--- src/rtl/execute_port1_wb_queue.sv ---
// In-order result queue between the ALU1/divider result bus and the writeback bus.
// Absorbs writeback stalls; raises a lock to issue before the queue can overflow.
module execute_port1_wb_queue #(
    parameter int unsigned DEPTH       = 8,
    parameter int unsigned DEPTH_N     = 3,
    parameter int unsigned LOCK_MARGIN = 3
) (
    input  logic               iCLOCK,
    input  logic               inRESET,
    input  logic               iFREE_EX,
    input  logic               iEX_ALU1_VALID,
    input  logic [5:0]         iEX_ALU1_COMMIT_TAG,
    input  logic               iEX_ALU1_SYSREG,
    input  logic [5:0]         iEX_ALU1_DEST_REGNAME,
    input  logic               iEX_ALU1_WRITEBACK,
    input  logic [31:0]        iEX_ALU1_DATA,
    input  logic [4:0]         iEX_ALU1_FLAG,
    input  logic               iEX_ALU1_FLAGS_WB,
    input  logic [3:0]         iEX_ALU1_FLAGS_REGNAME,
    output logic               oEX_ALU1_LOCK,
    output logic               oWB_VALID,
    input  logic               iWB_BUSY,
    output logic [5:0]         oWB_COMMIT_TAG,
    output logic               oWB_SYSREG,
    output logic [5:0]         oWB_DEST_REGNAME,
    output logic               oWB_WRITEBACK,
    output logic [31:0]        oWB_DATA,
    output logic [4:0]         oWB_FLAG,
    output logic               oWB_FLAGS_WB,
    output logic [3:0]         oWB_FLAGS_REGNAME,
    output logic [DEPTH_N:0]   oCOUNT,
    output logic               oOVERFLOW
);

    localparam int unsigned        ENTRY_W  = 56;
    localparam logic [DEPTH_N:0]   L_DEPTH  = (DEPTH_N + 1)'(DEPTH);
    localparam logic [DEPTH_N:0]   L_MARGIN = (DEPTH_N + 1)'(LOCK_MARGIN);

    logic [ENTRY_W-1:0] r_mem [DEPTH];
    logic [DEPTH_N-1:0] r_wr_ptr;
    logic [DEPTH_N-1:0] r_rd_ptr;
    logic [DEPTH_N:0]   r_count;
    logic               r_overflow;

    logic               w_empty;
    logic               w_full;
    logic               w_pop;
    logic               w_push;
    logic [ENTRY_W-1:0] w_wr_entry;
    logic [ENTRY_W-1:0] w_head;

    assign w_empty = (r_count == '0);
    assign w_full  = (r_count == L_DEPTH);
    assign w_pop   = !w_empty && !iWB_BUSY;
    // A full queue still accepts a result when the head leaves in the same cycle.
    assign w_push  = iEX_ALU1_VALID && (!w_full || w_pop);

    assign w_wr_entry = {iEX_ALU1_COMMIT_TAG, iEX_ALU1_SYSREG, iEX_ALU1_DEST_REGNAME,
                         iEX_ALU1_WRITEBACK, iEX_ALU1_DATA, iEX_ALU1_FLAG,
                         iEX_ALU1_FLAGS_WB, iEX_ALU1_FLAGS_REGNAME};

    // Writes during reset/flush are harmless: the pointers are cleared that same edge.
    always_ff @(posedge iCLOCK) begin
        if (w_push) begin
            r_mem[r_wr_ptr] <= w_wr_entry;
        end
    end

    always_ff @(posedge iCLOCK) begin
        if (!inRESET || iFREE_EX) begin
            r_wr_ptr   <= '0;
            r_rd_ptr   <= '0;
            r_count    <= '0;
            r_overflow <= 1'b0;
        end else begin
            if (w_push) begin
                r_wr_ptr <= r_wr_ptr + 1'b1;
            end
            if (w_pop) begin
                r_rd_ptr <= r_rd_ptr + 1'b1;
            end
            case ({w_push, w_pop})
                2'b10:   r_count <= r_count + 1'b1;
                2'b01:   r_count <= r_count - 1'b1;
                default: r_count <= r_count;
            endcase
            if (iEX_ALU1_VALID && !w_push) begin
                r_overflow <= 1'b1;
            end
        end
    end

    assign w_head = w_empty ? '0 : r_mem[r_rd_ptr];

    assign {oWB_COMMIT_TAG, oWB_SYSREG, oWB_DEST_REGNAME, oWB_WRITEBACK,
            oWB_DATA, oWB_FLAG, oWB_FLAGS_WB, oWB_FLAGS_REGNAME} = w_head;

    assign oWB_VALID     = !w_empty;
    assign oCOUNT        = r_count;
    assign oOVERFLOW     = r_overflow;
    assign oEX_ALU1_LOCK = (L_DEPTH - r_count) <= L_MARGIN;

endmodule

--- config.mk ---
export PLATFORM = sky130hd
export DESIGN_NAME = execute_port1_wb_queue
export DESIGN_NICKNAME = d
export VERILOG_FILES = /design/src/rtl/execute_port1_wb_queue.sv
export SDC_FILE = /design/constraint.sdc
export NUM_CORES = 1
export LEC_CHECK = 0
export BUFFER_PORTS_ARGS = -buffer_cell sky130_fd_sc_hd__buf_2
export CAP_MARGIN = 40
export CORE_AREA = 2 2 176 178
export CTS_BUF_LIST = sky130_fd_sc_hd__clkbuf_8 sky130_fd_sc_hd__clkbuf_16
export CTS_CLUSTER_SIZE = 20
export DETAILED_ROUTE_END_ITERATION = 8
export DIE_AREA = 0 0 178 180
export PLACE_DENSITY = 0.89
export SETUP_SLACK_MARGIN = 0.5
export SKIP_CTS_REPAIR_TIMING = 1
export SYNTH_ARGS = -nofsm -noshare
export SYNTH_HDL_FRONTEND = slang
export SYNTH_SLANG_ARGS = --single-unit
--- constraint.sdc ---
create_clock -name iCLOCK -period 10.97 [get_ports iCLOCK]
set_clock_uncertainty 0.2 [all_clocks]
set_input_delay 3.291 -clock iCLOCK [delete_from_list [all_inputs] [get_ports iCLOCK]]
set_output_delay 3.291 -clock iCLOCK [all_outputs]
set_load 0.05 [all_outputs]
Yosys cells after proc, flatten, opt, wreduce, memory -nomap -nowiden
Memory sizes are Yosys's and may differ from the RTL's. A register that Yosys moved wholly into a read port is not among the register bits.
Index checks and enable logic that the tools add are counted.
{"block": "classes", "eq_ne": 3, "n_reduce_logical": 12, "n_addsub": 5, "magnitude_cmp": 1, "n_mux": 6}
{"op": "56-bit 2-to-1 mux", "n": 1}
{"op": "4-bit one-hot mux with 2 select lines", "n": 1}
{"op": "3-bit by 1-bit adder with 3-bit output (second input constant)", "n": 2}
{"op": "3-bit 2-to-1 mux", "n": 2}
{"op": "1-bit zero test", "n": 5}
{"op": "4-bit by 1-bit adder with 4-bit output (second input constant)", "n": 1}
{"op": "4-bit == test (second input constant)", "n": 1}
{"op": "4-bit by 2-bit less-or-equal comparator with 1-bit output (second input constant)", "n": 1}
{"op": "4-bit zero test", "n": 1}
{"op": "4-bit by 1-bit subtractor with 4-bit output (second input constant)", "n": 1}
{"op": "4-bit subtractor (first input constant)", "n": 1}
{"op": "1-bit logical AND", "n": 3}
{"op": "2-bit by 1-bit == test with 1-bit output (second input constant)", "n": 1}
{"op": "2-bit == test (second input constant)", "n": 1}
{"op": "1-bit logical OR", "n": 2}
{"op": "1-bit 2-to-1 mux", "n": 2}
{"op": "2-bit nonzero test", "n": 1}
{"block": "word_totals", "out_inout_bits": 63, "mem_bits_rw": 448, "elab_cells": 32, "n_memories": 1, "regBits": 11, "inputBits": 61}
{"name": "r_mem", "depth": 8, "word_bits": 56, "read_ports": 1, "rd_clocked_by_memory_dff": 1, "wr": 1, "line": "39", "rtl": "logic [ENTRY_W-1:0] r_mem [DEPTH];"}

Longest topological paths before layout
{"block": "logic_depth", "depth_word": 7, "mapped_depth": 10, "depth_no_buf": 9}

Least setup slack after synthesis
Ideal clock, no wire load.
{"block": "synth_timing", "path_kind": "input to register", "from": "input port iWB_BUSY", "to": "memory r_mem[0][0], enable pin", "slack_ps": 1126, "t_arrival_ps": 9036, "path_buffers": 1, "required_ps": 10162, "cell_stages": 4, "path_cell_list": "clkbuf_1 -> nand2_1 -> o21ai_4 -> nor4_1"}
{"block": "synth_via", "elab_chain_cells": 6}
{"element": "start, declared", "line": "22", "rtl": "input logic iWB_BUSY,"}
{"element": "1-bit zero test", "line": "54", "rtl": "assign w_pop = !w_empty && !iWB_BUSY;"}
{"element": "1-bit logical AND", "line": "54"}
{"element": "1-bit logical OR", "line": "56", "rtl": "assign w_push = iEX_ALU1_VALID && (!w_full || w_pop);"}
{"element": "1-bit logical AND", "line": "56"}
{"element": "1-bit 2-to-1 mux", "line": "64", "rtl": "if (w_push) begin"}
{"element": "1-bit 2-to-1 mux (implied by the code)", "line": "65", "rtl": "r_mem[r_wr_ptr] <= w_wr_entry;"}
{"element": "end, declared", "line": "39"}
Every way passes these cells.

==> flow_summary_export.csv <==
group,metric,value,unit
outcome,status,"complete, no violations",
critical_path,critPathMaxFanout,35,
floorplan,die_area,32000,µm²
run,drv_cap,0,
clocking,htreeDepth,2,
power_and_ir_drop,power.density,177,nW/µm²
sta,fmax,149,MHz
route,ant_nets,0,
power_and_ir_drop,leakagePower,0.00660,µW
finish,layout.cells.non_filler,1396,
grt,grt_util_met3,4.38,%
grt,grt_max_degree,61,
critical_path,arrival,3.23,ns
floorplan,die_width,178,µm
critical_path,cp.buffers_inverters,2,
grt,grt_pass1_wl,54.6,mm
grt,use_met1,32.8,%
sta,maxSlewViolCount,0,
critical_path,critical_path_required,7.48,ns
floorplan,initial_utilization,58.9,%
grt,grt_pass1_vias,8924,
finish,nets,1026,
sta,tns,0,ns
floorplan,io_pins,124,
route,wl_per_cell,25.9,µm
yosys,synth_warnings,0,
critical_path,critPathSlowestCell,"dfxtp_4",
place,place_hpwl,19.2,mm
yosys,yosys_most_used_dff,"edfxtp_1",
yosys,synth_top_area_share,75.6,%
grt,antenna_found_initial,7,
yosys,syn-num-nets,877,
sta,setup_viol,0,
yosys,synthTopCellsByCount,"edfxtp_1 (448), mux4_2 (112), nor2_1 (70)",
place,gp_congestion,0.727,
yosys,synth.cell_area,17800,µm²
floorplan,core,30200,µm²
clocking,path_clk_slew,0.06,ns
critical_path,setup.worst_path.end_class,"output pin",
clocking,clock_latency,0.53,ns
sta,timing_worst_slew_pin_value,0.890,ns
yosys,ys_seq_area_share,77.2,%
yosys,post-synth-top-count-cell,"edfxtp_1",
route,via_per_inst,6.08,
critical_path,crit_path_cell_trace,"buf_4, mux4_2, mux2i_1, nor2_1, buf_2",
yosys,synthArstFlopShare,0,%
grt,track_usage,23.2,%
grt,met2_usage,37.1,%
critical_path,cp_top_family,"buffers and inverters",
yosys,yosysTopAreaCell,"edfxtp_1",
critical_path,crit_type,"reg -> out",
min_path,min_path_type,"reg -> reg",
route,routed_wl,36.2,mm
place,dpl_worst_slack,4.79,ns
finish,nFillCells,1826,
sta,fin_ws,4.25,ns
power_and_ir_drop,ir_drop,0.139,mV
grt,grt.busiest_layer,"met2",
place,dpl.cell_count,1308,
route,drc,0,
sta,fin_crit,6.72,ns
sta,rsz0062_at_grt,"false",
yosys,synth_cell_type_count,37,
critical_path,worstSetupStartpointType,"flip-flop",
clocking,cts_tree,"built",
yosys,synth-edff-count,448,
finish,area_delta_synth_final,15.2,%
grt,grt_overflow,0,
yosys,synth_area_leaders,"edfxtp_1 (76%), mux4_2 (14%), mux2i_1 (3.3%), dfxtp_1 (1.6%), nor2_1 (1.5%)",
route,first_iter_violations,910,
route,drt-pass1-iter-count,5,
critical_path,max_stage_delay,0.78,ns
floorplan,die_h,180,µm
clocking,cts_buffers,46,
sta,relSlewSlack,40.4,%
floorplan,fp-row-count,64,
finish,drive_gt1_share,33.8,%
clocking,cts_max_path_buffers,3,
route,route.vias.total,8493,
yosys,synth-seq-cells,462,
clocking,cts_root_buf,"clkbuf_16",
yosys,syn_area_per_cell,21.9,µm²
place,io_buffer_count,123,
clocking,cts_num_sinks,462,
sta,finalCritPeriodShare,61.2,%
yosys,syn_inst,811,
sta,hold_violations,0,
metal layers:
metal,share of wire [%],vias up
met3,6.1,73
li1,-,3655
met2,51,327
met4,2.4,6
met1,41,4432
met5,0.086,-
worst register-to-register path, delay by kind of cell (launching register included):
family / cells / cell delay [ns]
fa+ha+maj: 1 / 0.32
flops: 1 / 0.41
compound gates: 1 / 0.23
mux: 1 / 0.22
buf+inv: 2 / 0.73
simple gates: 5 / 0.98
cell type report:
class / count / area, µm² / share of cell area (%)
Sequential cell: 462 / 13700 / 67.1
Clock buffer: 47 / 1180 / 5.74
Inverter: 6 / 22.5 / 0.110
Tap cell: 396 / 495 / 2.42
Timing Repair Buffer: 145 / 918 / 4.48
Antenna cell: 6 / 15.0 / 0.0733
Clock inverter: 35 / 248 / 1.21
Multi-Input combinational cell: 299 / 3860 / 18.9
layout by cell type, fill, tap and decap left out, types with 5 or more instances in the layout:
cell type  Yosys  layout
buf_16         0       5
buf_2         14     123
buf_4          8      14
clkbuf_16      0      47
clkinv_1       0       9
clkinv_2       0       9
dfxtp_1       14      11
diode_2        0       6
edfxtp_1     448     448
inv_1          6      14
mux2i_1       58      58
mux4_2       112     112
nand2_1        6       6
nand2b_1       6       6
nor2_1        70      67
final timing paths:
kind	slack, ns	to	cells past startpoint	startpoint
max reg2reg	7.75	oCOUNT[3]	10	oCOUNT[0]
min	0.31	flip-flop	2	r_rd_ptr[1]
min reg2reg	0.31	flip-flop	2	r_rd_ptr[1]
max	4.25	oWB_DATA[25]	5	flip-flop
state kept, by name (all words and copies together) (netlist names), named ones only:
register / flops
r_mem: 448
oCOUNT: 4
r_rd_ptr: 3
r_wr_ptr: 3
oOVERFLOW: 1
cell families (layout without fill, tap and decap cells):
| group | after synthesis | after routing | share of synthesized area, % |
|---|---|---|---|
| DFF | 462 | 462 | 77.2 |
| AOI/OAI and AO/OA | 16 | 16 | 0.640 |
| muxes | 171 | 171 | 17.6 |
| xor gates and xnor gates | 6 | 6 | 0.295 |
| other | 0 | 6 | 0 |
| buffers and inverters | 50 | 233 | 1.39 |
| and+or+nand+nor | 101 | 101 | 2.50 |
| adders and majority gates | 5 | 5 | 0.394 |
power breakdown:
group          total, µW  internal (µW)  switching, µW
sequential          1970           1960           9.02
clock               1480            847            636
combinational        173           54.5            118
through the flow:
step	power [µW]	util, %	hold slack [ns]	cell area (µm²)
finish	3620	67.9	0.311	20500
global route	3730	67.8	0.348	20500
CTS	3640	67.8	0.319	20500
detailed placement	2180	63.1	0.302	19000
global placement	2170	62.4	0.252	18800
floorplan	2110	-	0.272	17800
(Power assumes the default switching activity.)
